[src/rtl/tdm_demux4_if.sv]
// rtl/tdm_demux4_if.sv - stream input and frame output bundle for tdm_demux4
interface tdm_demux4_if #(
  parameter int WIDTH = 4
);
  logic               in_valid;
  logic               in_sof;
  logic [WIDTH-1:0]   in_data;
  logic [4*WIDTH-1:0] out_data;
  logic               frame_valid;
  logic               locked;
  logic               sync_err;
  logic [7:0]         err_cnt;

  // Source of the slot stream, sink of the reassembled frames
  modport master (
    output in_valid, in_sof, in_data,
    input  out_data, frame_valid, locked, sync_err, err_cnt
  );

  // The demultiplexer itself
  modport slave (
    input  in_valid, in_sof, in_data,
    output out_data, frame_valid, locked, sync_err, err_cnt
  );
endinterface

[src/rtl/tdm_demux4.sv]
// rtl/tdm_demux4.sv - 4-slot TDM demultiplexer with HUNT/LOCKED frame sync
// Optional saturating sync-error counter enabled by TDM_DEMUX_ERRCNT_EN.
module tdm_demux4 #(
  parameter int WIDTH = 4
) (
  input  logic         clk,
  input  logic         rst,
  tdm_demux4_if.slave  bus
);

  typedef enum logic {HUNT, LOCKED} state_t;

  state_t             state_q, state_d;
  logic [1:0]         slot_q, slot_d;
  logic [WIDTH-1:0]   shadow0_q, shadow0_d;
  logic [WIDTH-1:0]   shadow1_q, shadow1_d;
  logic [WIDTH-1:0]   shadow2_q, shadow2_d;
  logic [4*WIDTH-1:0] out_data_q, out_data_d;
  logic               frame_valid_q, frame_valid_d;
  logic               sync_err_q, sync_err_d;

  // Next-state: slot tracking, shadow capture, frame commit and sync checks
  always_comb begin
    state_d       = state_q;
    slot_d        = slot_q;
    shadow0_d     = shadow0_q;
    shadow1_d     = shadow1_q;
    shadow2_d     = shadow2_q;
    out_data_d    = out_data_q;
    frame_valid_d = 1'b0;
    sync_err_d    = 1'b0;
    if (bus.in_valid) begin
      case (state_q)
        HUNT: begin
          if (bus.in_sof) begin
            shadow0_d = bus.in_data;
            slot_d    = 2'd1;
            state_d   = LOCKED;
          end
        end
        LOCKED: begin
          if (bus.in_sof) begin
            // An SOF mid-frame abandons the partial frame and restarts at slot 0
            sync_err_d = (slot_q != 2'd0);
            shadow0_d  = bus.in_data;
            slot_d     = 2'd1;
          end else if (slot_q == 2'd0) begin
            // Slot 0 without SOF means alignment is lost; re-hunt
            sync_err_d = 1'b1;
            state_d    = HUNT;
          end else begin
            case (slot_q)
              2'd1: begin
                shadow1_d = bus.in_data;
                slot_d    = 2'd2;
              end
              2'd2: begin
                shadow2_d = bus.in_data;
                slot_d    = 2'd3;
              end
              default: begin
                out_data_d    = {bus.in_data, shadow2_q, shadow1_q, shadow0_q};
                frame_valid_d = 1'b1;
                slot_d        = 2'd0;
              end
            endcase
          end
        end
        default: state_d = HUNT;
      endcase
    end
  end

  // State and output registers with synchronous reset
  always_ff @(posedge clk) begin
    if (rst) begin
      state_q       <= HUNT;
      slot_q        <= 2'd0;
      shadow0_q     <= '0;
      shadow1_q     <= '0;
      shadow2_q     <= '0;
      out_data_q    <= '0;
      frame_valid_q <= 1'b0;
      sync_err_q    <= 1'b0;
    end else begin
      state_q       <= state_d;
      slot_q        <= slot_d;
      shadow0_q     <= shadow0_d;
      shadow1_q     <= shadow1_d;
      shadow2_q     <= shadow2_d;
      out_data_q    <= out_data_d;
      frame_valid_q <= frame_valid_d;
      sync_err_q    <= sync_err_d;
    end
  end

`ifdef TDM_DEMUX_ERRCNT_EN
  logic [7:0] err_cnt_q, err_cnt_d;

  // Count sync errors in step with the sync_err pulse, saturating at 255
  always_comb begin
    err_cnt_d = err_cnt_q;
    if (sync_err_d && (err_cnt_q != 8'hFF)) begin
      err_cnt_d = err_cnt_q + 8'd1;
    end
  end

  // Error counter register
  always_ff @(posedge clk) begin
    if (rst) begin
      err_cnt_q <= 8'd0;
    end else begin
      err_cnt_q <= err_cnt_d;
    end
  end

  assign bus.err_cnt = err_cnt_q;
`else
  assign bus.err_cnt = 8'd0;
`endif

  assign bus.out_data    = out_data_q;
  assign bus.frame_valid = frame_valid_q;
  assign bus.locked      = (state_q == LOCKED);
  assign bus.sync_err    = sync_err_q;

endmodule

[src/flat_wrapper.sv]
// flat-port wrapper written by rule: the top's interface ports become plain ports
module tdm_demux4_flat 
#(
  parameter int WIDTH = 4
)
  (clk, rst, bus_in_valid, bus_in_sof, bus_in_data, bus_out_data, bus_frame_valid, bus_locked, bus_sync_err, bus_err_cnt);
  tdm_demux4_if #(.WIDTH(WIDTH)) bus_i ();
  input  logic clk;
  input  logic rst;
  input wire logic [$bits(bus_i.in_valid)-1:0] bus_in_valid;
  input wire logic [$bits(bus_i.in_sof)-1:0] bus_in_sof;
  input wire logic [$bits(bus_i.in_data)-1:0] bus_in_data;
  output wire logic [$bits(bus_i.out_data)-1:0] bus_out_data;
  output wire logic [$bits(bus_i.frame_valid)-1:0] bus_frame_valid;
  output wire logic [$bits(bus_i.locked)-1:0] bus_locked;
  output wire logic [$bits(bus_i.sync_err)-1:0] bus_sync_err;
  output wire logic [$bits(bus_i.err_cnt)-1:0] bus_err_cnt;
  assign bus_i.in_valid = bus_in_valid;
  assign bus_i.in_sof = bus_in_sof;
  assign bus_i.in_data = bus_in_data;
  assign bus_out_data = bus_i.out_data;
  assign bus_frame_valid = bus_i.frame_valid;
  assign bus_locked = bus_i.locked;
  assign bus_sync_err = bus_i.sync_err;
  assign bus_err_cnt = bus_i.err_cnt;
  tdm_demux4 #(.WIDTH(WIDTH)) u_core (.clk(clk), .rst(rst), .bus(bus_i));
endmodule
[config.mk]
export PLATFORM = sky130hd
export DESIGN_NAME = tdm_demux4_flat
export DESIGN_NICKNAME = d
export VERILOG_FILES = /design/src/rtl/tdm_demux4_if.sv /design/src/rtl/tdm_demux4.sv /design/src/flat_wrapper.sv
export SDC_FILE = /design/constraint.sdc
export NUM_CORES = 1
export LEC_CHECK = 0
export ABC_AREA = 1
export BUFFER_PORTS_ARGS = -buffer_cell sky130_fd_sc_hd__buf_2
export CAP_MARGIN = 20
export CORE_MARGIN = 10
export CORE_UTILIZATION = 33
export DETAILED_ROUTE_END_ITERATION = 12
export GPL_ROUTABILITY_DRIVEN = 0
export SYNTH_ARGS = -nofsm -noshare
export SYNTH_HDL_FRONTEND = slang
export SYNTH_SLANG_ARGS = --single-unit
[constraint.sdc]
create_clock -name clk -period 1.61 [get_ports clk]
set_input_delay 0.322 -clock clk [delete_from_list [all_inputs] [get_ports clk]]
set_output_delay 0.322 -clock clk [all_outputs]
set_load 0.005 [all_outputs]
---- After elaboration in Yosys (flattened, before gate mapping) ----
Cells that the tools add are included.
cells by class
  mux-type cells .......................... 13
  bitwise operators ....................... 5
  reduce and logical (&&, ||, !) cells .... 10
  equal/unequal tests ..................... 4
operators with widths
  operator                                                         count
  5-bit AND reduction                                              3
  2-bit one-hot mux with 2 select lines                            2
  1-bit 2-to-1 mux                                                 6
  2-bit 2-to-1 mux                                                 3
  1-bit inverter                                                   5
  5-bit OR reduction                                               1
  4-bit 2-to-1 mux                                                 1
  3-bit != test, second input constant                             1
  3-bit AND reduction                                              1
  3-bit OR reduction                                               1
  2-bit by 1-bit == test with 1-bit output, second input constant  1
  2-bit == test, second input constant                             1
  2-bit zero test                                                  1
  2-bit != test, second input constant                             1
  1-bit one-hot mux with 2 select lines                            1
  2-bit AND reduction                                              1
  2-bit nonzero test                                               1
  2-bit OR reduction                                               1
storage, ports and cells
  output and inout bits ................... 27
  bits in registers ....................... 33

---- Depth between registers and ports, before layout ----
Gate-level depths: netlist of run 1.
  depth after elaboration ................. 5
  mapped depth ............................ 9

---- Least setup slack after synthesis of run 1 ----
Ideal clock, no wire load.
  kind .................................... reg2reg
  start ................................... register u_core.slot_q[0]
  end ..................................... register u_core.shadow1_q[0]
  setup slack ............................. 0.243 ns
  data required time ...................... 1.497 ns
  data arrival time ....................... 1.255 ns
  stages on the path, launching flop included .. 10
  path through ............................ dfxtp_1 > inv_1 > ha_1 > inv_1 > ha_1 > inv_1 > nor2_2 > nand3_1 > nand2_1 > nor2_1
between the ends
  word-level cells in the longest chain between the ends .. 3
RTL lines
  element                                   line              source
  from (decl)                               tdm_demux4.sv:14  logic [1:0] slot_q, slot_d;
  from (signal assigned)                    tdm_demux4.sv:87  slot_q <= slot_d;
  2-bit zero test                           tdm_demux4.sv:47  end else if (slot_q == 2'd0) begin
  1-bit inverter (no source line)           --
  5-bit AND reduction (no source line) (*)  --
  to (signal assigned)                      tdm_demux4.sv:89  shadow1_q <= shadow1_d;
  to (decl)                                 tdm_demux4.sv:16  logic [WIDTH-1:0] shadow1_q, shadow1_d;
Every way passes the cells marked *; elsewhere a longest branch is shown, timed or not.
A chain may end at the register's enable or synchronous reset.

---- Worst setup path in the final report of run 1 ----
  start ................................... register u_core.slot_q[0]
  end ..................................... register u_core.shadow2_q[0]
between the ends
  word-level cells in the longest chain between the ends .. 3
RTL lines
  element                                   line              source
  2-bit zero test                           tdm_demux4.sv:47
  1-bit inverter (no source line)           --
  5-bit AND reduction (no source line) (*)  --
  to (signal assigned)                      tdm_demux4.sv:90  shadow2_q <= shadow2_d;
  to (decl)                                 tdm_demux4.sv:17  logic [WIDTH-1:0] shadow2_q, shadow2_d;
Marks and branches as above.

==> impl_metrics.ini, run 1 <==
[logic_synthesis]
synthTopCellsByCount = nor2_1, nand2_1, dfxtp_1, nand3_1, inv_1
syn_area_um2 = 1510
netlist_top_cells_area = dfxtp_1, nor2_1, nand2_1
synth_seq_area_share_pct = 43.8
synth_cell_types = 21
syn_area_per_cell_um2 = 7.54
syn_inst = 200
netlist.top_cell.by_area = dfxtp_1
synth_flop_cell = dfxtp_1
synth_top_area_share_pct = 43.8
yosys.cell_count.top_type = nor2_1
yosys_register_bits = 33
ys_warn_count = 0
synth_edf_count = 0
synthArstFlopShare_pct = 0

[grt]
antenna_found_initial = 0
grt_max_degree = 31
grt_pass1_wl_um = 5470
grt_pass1_vias = 1205
grt_usage_pct = 8.92
gr-total-overflow = 0

[clocking]
htree_levels = 2
cts_hold_buffers = 0
numClockSinks = 33
cts_root_buffer = clkbuf_8
clockBufferDepth = 2
path_clk_slew_ps = 60
cts_inserted_buffers = 5
cts_tree = yes
clk-insertion-delay-late_ps = 280

[setup_path]
cp-start-kind = flip-flop
slowest_delay_ps = 350
critical_path_class = reg -> reg
endpoint_kind = flip-flop
critPathMaxFanout = 4
critical_path_required_ps = 1830
slowest_stage = dfxtp_1
arrival_ps = 1670
path_cells = inv_1 -> ha_1 -> inv_1 -> ha_1 -> nand3_1 -> nor2_2 -> nor2_1 -> nor2_1

[sta]
skew_ps = 6.38
fin_crit_sh_pct = 90.2
drv_slew = 0
setup_viol = 0
min_period_ps = 1450
fmax_mhz = 688
whs_ps = 249
postLayoutSetupSlackWorst_ps = 157
rsz0062_at_grt = yes
hold_viol_final = 0

[power_and_ir_drop]
p_clk_share_pct = 44.4
peakVddDrop_mv = 0.488
swShare_pct = 22.2
p_comb_share_pct = 8.3
p_int_mw = 1.39
power_density_nw_per_um2 = 1000
p_leak_nw = 0.849
p_seq_share_pct = 47.3
p_switching_mw = 0.395

[drt]
post_drt_via_cell_ratio = 4.36
drtIter0Drc = 57
drc_errors = 0
first_pass_iters = 4
final_antenna_net_count = 0
wl_per_cell_um = 11.1
num_vias = 1233
routed_wl_um = 3130

[floorplanning]
ios = 35
rows = 24
dieWidth_um = 87.6
die_h_um = 87.6
core_area_um2 = 4380
dieArea_um2 = 7670
start_util_pct = 34.4

[placed_design]
io_buffers = 26
pre_cts_ws_ps = 90.3
hpwlAfterDp_um = 2380

[final_layout]
multi_input_area_um2 = 724
nets = 244
antenna_cells = 0
regArea_um2 = 662
drive_above_1_share_pct = 22.1
syn2layout_area_growth_pct = 18.3
fill_cells = 473

[job]
cap_violations = 0

[worst_hold_path]
min_path_type = in -> reg

[outcome]
outcome = finished, final reports clean
[flip-flops by register name (all words and copies together) (netlist names)]
register                count
u_core.bus.out_data        16
u_core.shadow0_q            4
u_core.shadow1_q            4
u_core.shadow2_q            4
u_core.slot_q               2
u_core.bus.frame_valid      1
u_core.bus.locked           1
u_core.bus.sync_err         1
[area by class of cell]
class / count / area share, %
Clock buffer: 7 / 4.84
Clock inverter: 1 / 1.68
Inverter: 15 / 3.16
Multi-Input combinational cell: 145 / 40.6
Sequential cell: 33 / 37.1
Tap cell: 52 / 3.65
Timing Repair Buffer: 30 / 8.98
[power by group through the flow]
stage	clock network, mW	registers, mW	logic, mW
5_1_grt	0.851	0.845	0.174
4_1_cts	0.821	0.843	0.148
6_report	0.791	0.844	0.148
3_3_place_gp	0	0.861	0.146
3_5_place_dp	0	0.862	0.147
2_1_floorplan	0	0.860	0.120
[worst max-delay path, delay by kind of cell (launching register included)]
family	cells	cell delay, ps
fa+ha+maj	2	380
buf+inv	2	160
flops	1	350
simple gates	4	500
[cell families (layout without fill, tap and decap cells)]
| group | Yosys count | in the layout | share of synthesized area [%] |
|---|---|---|---|
| simple gates | 121 | 121 | 37.1 |
| buf+inv | 29 | 53 | 10.5 |
| other cells | 1 | 8 | 0.249 |
| fa+ha+maj | 6 | 6 | 4.98 |
| flops | 33 | 33 | 43.8 |
| compound gates | 10 | 10 | 3.32 |
[routing by layer]
metal	track usage, %	share of wire [%]	up-vias
li1	-	-	668
met1	10.5	45	527
met2	13.4	44	31
met3	3.90	8.7	7
met4	4.78	2.2	0
met5	0	0	-
[cells in the final DEF, fill, tap and decap left out]
cell type  Yosys  layout
nor2_1        48      46
nand2_1       34      34
dfxtp_1       33      32
buf_2          1      26
nand3_1       15      15
inv_1         14      14
nand3b_1      12      12
nor2_2         7       8
conb_1         1       8
a21oi_1        6       6
ha_1           6       6
clkbuf_8       0       6
o21ai_0        4       4
buf_4          9       4
inv_2          1       1
or2_2          1       1
nor3_4         1       1
nor2_4         0       1
nand2_2        1       1
nor4_1         1       1
nor3b_1        1       1
bufinv_16      0       1
clkbuf_1       2       1
dfxtp_2        0       1
[worst paths after layout]
check | startpoint | slack [ps] | to | cells past startpoint
max | u_core.slot_q[0] | 160 | u_core.shadow2_q[0] | 8
min | rst | 250 | u_core.bus.locked | 2
max reg2reg | u_core.slot_q[0] | 160 | u_core.shadow2_q[0] | 8
min reg2reg | u_core.bus.out_data[15] | 460 | u_core.bus.out_data[15] | 2
[through the flow]
stage / TNS (ps) / power (mW) / utilization [%] / cell area, µm² / instances
3_5_place_dp: 0 / 1.01 / 37.8 / 1660 / 275
3_3_place_gp: 0 / 1.01 / 37.8 / 1660 / 275
6_report: 0 / 1.78 / 40.7 / 1780 / 283
2_1_floorplan: 0 / 0.979 / - / 1530 / 207
4_1_cts: 0 / 1.81 / 40.4 / 1770 / 283
5_1_grt: -10.7 / 1.87 / 40.7 / 1780 / 283
[timing repair]
action	4_1_cts	5_1_grt
gates resized for setup	0	4
setup endpoints to repair	0	8
setup buffers	0	0
(Power assumes the default switching activity.)
==> inputs of run 2 (changes only) <==
Settings changed: HOLD_SLACK_MARGIN from default to 0.06.
Clock period 1.61 ns to 1.6 ns, I/O delays scaled along.
==> run 2 against run 1 <==
  * Sequential share of layout area is 0.46 points lower
  * Critical path depth is 1 higher
  * Setup slack better by 14 ps
  * Hold slack worse by 12 ps
  * Clock power is 2% higher
  * Die area stayed put
  * Cell count is 0.35% higher
  * Critical path type unchanged
  * Critical endpoint unchanged
==> impl_metrics.ini, run 2 (synthesis gave the netlist of run 1 again) <==
[drt]
routed_wl_um = 3200
drc_errors = 0
wl_per_cell_um = 11.3
drtIter0Drc = 37
num_vias = 1261
post_drt_via_cell_ratio = 4.44
final_antenna_net_count = 0
first_pass_iters = 4

[final_layout]
largest_reg_flops = 16
syn2layout_area_growth_pct = 19.8
final_common_cell = nor2_1
nets = 245
layout_common_cells = nor2_1, nand2_1, dfxtp_1
drive_above_1_share_pct = 22.8
antenna_cells = 0
fin_area_um2 = 1810

[grt]
antenna_found_initial = 0
grt_max_degree = 31
grt_usage_pct = 8.94
grt_pass1_wl_um = 5470
grt_pass1_vias = 1220
gr-total-overflow = 0

[floorplanning]
die_h_um = 87.6
dieWidth_um = 87.6
ios = 35
core_area_um2 = 4380
rows = 24
dieArea_um2 = 7670
start_util_pct = 34.4

[power_and_ir_drop]
p_leak_nw = 0.855
peakVddDrop_mv = 0.485
power_density_nw_per_um2 = 1000
p_total_mw = 1.82

[setup_path]
path_cells = inv_1 -> ha_1 -> inv_1 -> ha_1 -> inv_1 -> nor2_4 -> nand3_1 -> nand2_1 -> nor2_1
critical_path_required_ps = 1780
arrival_ps = 1610
worstReg2RegStart = u_core.slot_q[0]
slowest_delay_ps = 340
critical_path_class = reg -> reg
worst_path_most_repeated_cell = inv_1
cp-start-kind = flip-flop
endpoint_kind = flip-flop
worstPathBufferInverterCount = 3
critPathMaxFanout = 8
slowest_stage = dfxtp_2
crit_family = adder cells
crit_path_start = u_core.slot_q[0]

[job]
cap_violations = 0

[sta]
rsz0062_at_grt = no
setup_viol = 0
skew_ps = 6.84
fin_crit_sh_pct = 89.3
hold_viol_final = 0
setup_tns_ps = 0
min_period_ps = 1430
drv_slew = 0
fmax_mhz = 700

[clocking]
cts_inserted_buffers = 5
clk-insertion-delay-late_ps = 290
htree_levels = 2
cts_root_buffer = clkbuf_8
cts_tree = yes
clockBufferDepth = 2
path_clk_slew_ps = 70
cts_setup_buffers = 0
numClockSinks = 33

[placed_design]
hpwlAfterDp_um = 2360
io_buffers = 26
place_area_um2 = 1660

[outcome]
outcome = finished, final reports clean

[worst_hold_path]
min_from = rst
min_path_type = in -> reg
## run 2: cell types whose count changed in the layout (fill, tap and decap cells not counted), sizes merged
cell | previous run | this run
buf | 30 | 31
## run 2: what timing repair did
action	in CTS	in global routing
hold buffers	0	0
setup endpoints to repair	0	8
gates resized for setup	0	7
hold endpoints to repair	0	0
## run 2: worst paths after layout
| check | to | slack (ps) | cells past startpoint |
|---|---|---|---|
| worst max register to register | u_core.shadow2_q[0] | 170 | 9 |
| worst min-delay path | u_core.bus.locked | 240 | 2 |
| worst min register to register | u_core.bus.out_data[13] | 460 | 2 |
| worst max-delay path | u_core.shadow2_q[0] | 170 | 9 |
## run 2: layer usage
layer	global-route usage (%)	routed length [µm]	up-vias
met3	3.81	254	8
met5	0	0	-
met4	5.22	71	0
met2	14.0	1410	27
li1	-	-	671
met1	9.92	1460	555
## run 2: through the flow
stage / std cells / utilization [%] / hold slack (ps) / setup slack (ps)
floorplan: 207 / - / 389 / 233
global placement: 276 / 38.0 / 443 / 128
detailed placement: 276 / 38.0 / 450 / 86.9
CTS: 284 / 40.6 / 232 / 71.6
global route: 284 / 41.2 / 242 / 17.9
finish: 284 / 41.2 / 236 / 172
## run 2: area by class of cell
class                      instances  area, µm²
fill                             478       2580
multi-input combinational        145        739
sequential                        33        662
timing repair buffer              31        168
clock buffer                       7       86.3
tap                               52       65.1
inverter                          15       56.3
clock inverter                     1       30.0
## run 2: power breakdown
group | switching [mW] | internal, mW | leakage (nW)
combinational | 0.103 | 0.0539 | 0.529
clock | 0.303 | 0.508 | 0.0585
sequential | 0.00989 | 0.838 | 0.268
total | 0.416 | 1.40 | 0.855
==> inputs of run 3 (changes only) <==
Settings changed: SETUP_SLACK_MARGIN from default to 0.2.
Clock period 1.6 ns to 1.2 ns, I/O delays scaled along.
==> run 3 against run 2 <==
  * The run now ends with negative setup slack left
  * Largest cell class unchanged
  * Clock power grew 3.0%
  * Largest power group unchanged
  * Global-route usage rose by 1.0 points
  * Flip-flop and latch count is the same
  * Count of clock-buffer cells in the layout shrank 2
  * Wire length rose by 18%
  * Critical path type unchanged
  * Register-to-register slack worse by 250 ps
  * Combinational power grew 120%
  * Hold slack lost 94 ps
  * Sequential share of layout area shrank 3.7 points
  * Non-clock buffer count increased by 13
==> impl_metrics.ini, run 3 (synthesis gave the netlist of run 1 again) <==
[outcome]
outcome = finished with violations
violations = negative setup slack

[setup_path]
arrival_ps = 1470
critPathMaxFanout = 8
cp-start-kind = flip-flop
endpoint_kind = flip-flop
critical_path_required_ps = 1390
critical_path_class = reg -> reg

[final_layout]
final_common_cell = nor2_1
fin_area_um2 = 2080
syn2layout_area_growth_pct = 37.9
nets = 258
layout_common_cells = nor2_1, nand2_1, buf_2
largest_reg_flops = 16
drive_above_1_share_pct = 42.9
antenna_cells = 0

[grt]
grt_usage_pct = 9.96
gr-total-overflow = 0
grt_pass1_wl_um = 6080
antenna_found_initial = 0
grt_pass1_vias = 1302
grt_max_degree = 31

[floorplanning]
start_util_pct = 34.4
core_area_um2 = 4380
dieWidth_um = 87.6
die_h_um = 87.6
rows = 24
ios = 35
dieArea_um2 = 7670

[power_and_ir_drop]
p_clk_share_pct = 36.0
swShare_pct = 27.5
p_int_mw = 1.68
p_comb_share_pct = 15.1
p_switching_mw = 0.637
p_leak_nw = 0.939
p_seq_share_pct = 48.9
peakVddDrop_mv = 0.692
power_density_nw_per_um2 = 1110

[clocking]
cts_inserted_buffers = 5
clk-insertion-delay-late_ps = 290
cts_tree = yes
path_clk_slew_ps = 70
cts_root_buffer = clkbuf_8
numClockSinks = 33
htree_levels = 2
clockBufferDepth = 2

[drt]
wl_per_cell_um = 12.6
routed_wl_um = 3760
num_vias = 1360
final_antenna_net_count = 0
drtIter0Drc = 57
post_drt_via_cell_ratio = 4.58
first_pass_iters = 3
drc_errors = 0

[sta]
drv_slew = 0
min_period_ps = 1280
skew_ps = 5.58
rsz0062_at_grt = yes
fmax_mhz = 780
hold_viol_final = 0
postLayoutSetupSlackWorst_ps = -82.0
fin_crit_sh_pct = 107
setup_viol = 10

[placed_design]
place_area_um2 = 1790
io_buffers = 26
hpwlAfterDp_um = 2530
pre_cts_ws_ps = -92.1

[job]
cap_violations = 0

[worst_hold_path]
min_path_type = in -> reg
## run 3: cell types whose count changed in the layout (fill, tap and decap cells not counted), moves of 4 or more
| cell | before | now |
|---|---|---|
| dfxtp_2 | 1 | 17 |
| nand2_1 | 34 | 29 |
| dfxtp_1 | 32 | 15 |
| buf_6 | 0 | 6 |
| ha_1 | 6 | 2 |
| inv_2 | 1 | 5 |
| inv_1 | 14 | 8 |
| buf_2 | 26 | 20 |
| ha_4 | 0 | 4 |
| buf_4 | 5 | 15 |
## run 3: path summary, 6_finish.rpt
check                               from                      to  slack (ps)  depth (start not counted)
setup / recovery        u_core.slot_q[1]     u_core.shadow1_q[2]         -80                          9
setup reg to reg        u_core.slot_q[1]     u_core.shadow1_q[2]         -80                          9
hold reg to reg   u_core.bus.out_data[3]  u_core.bus.out_data[3]         450                          2
hold / removal                       rst       u_core.bus.locked         140                          2
## run 3: per-layer routing
| metal | up-vias | routed length, µm | GRT usage (%) |
|---|---|---|---|
| met5 | - | 0 | 0 |
| met4 | 0 | 45 | 3.04 |
| met3 | 6 | 226 | 4.64 |
| met2 | 21 | 1970 | 18.3 |
| met1 | 634 | 1510 | 9.63 |
| li1 | 699 | - | - |
## run 3: critical path, stage by stage, from the launching register on
cell and delay, ps:
dfxtp_2 350, inv_2 50, ha_4 160, inv_4 50
ha_4 130, inv_2 40, nor2_4 170, nand3_2 90
nand2_1 80, nor2_1 50
## run 3: per-stage QoR
step	hold WS [ps]	TNS, ps	total power [mW]	util, %	std cells
finish	143	-615	2.32	47.4	297
global route	151	-1610	2.42	47.4	297
CTS	138	-460	2.31	45.4	294
detailed placement	452	-579	1.42	40.8	281
global placement	444	-243	1.42	40.8	281
floorplan	302	0	1.34	-	207
## run 3: power groups by stage
stage / logic, mW / clock network (mW) / registers, mW
finish: 0.349 / 0.834 / 1.13
global route: 0.385 / 0.902 / 1.13
CTS: 0.328 / 0.855 / 1.13
detailed placement: 0.264 / 0 / 1.16
global placement: 0.259 / 0 / 1.16
floorplan: 0.184 / 0 / 1.16
## run 3: cell type report
cell class                 count  area (µm²)
inverter                      15        61.3
clock inverter                 3        17.5
clock buffer                   5        68.8
sequential                    33         686
fill                         464        2300
tap                           52        65.1
timing repair buffer          44         340
multi-input combinational    145         841
## run 3: what timing repair did
action | in CTS | in global routing
pin swaps | 4 | 2
hold endpoints to repair | 0 | 0
gates resized for setup | 18 | 25
hold buffers | 0 | 0
setup endpoints to repair | 30 | 45
setup buffers | 5 | 3
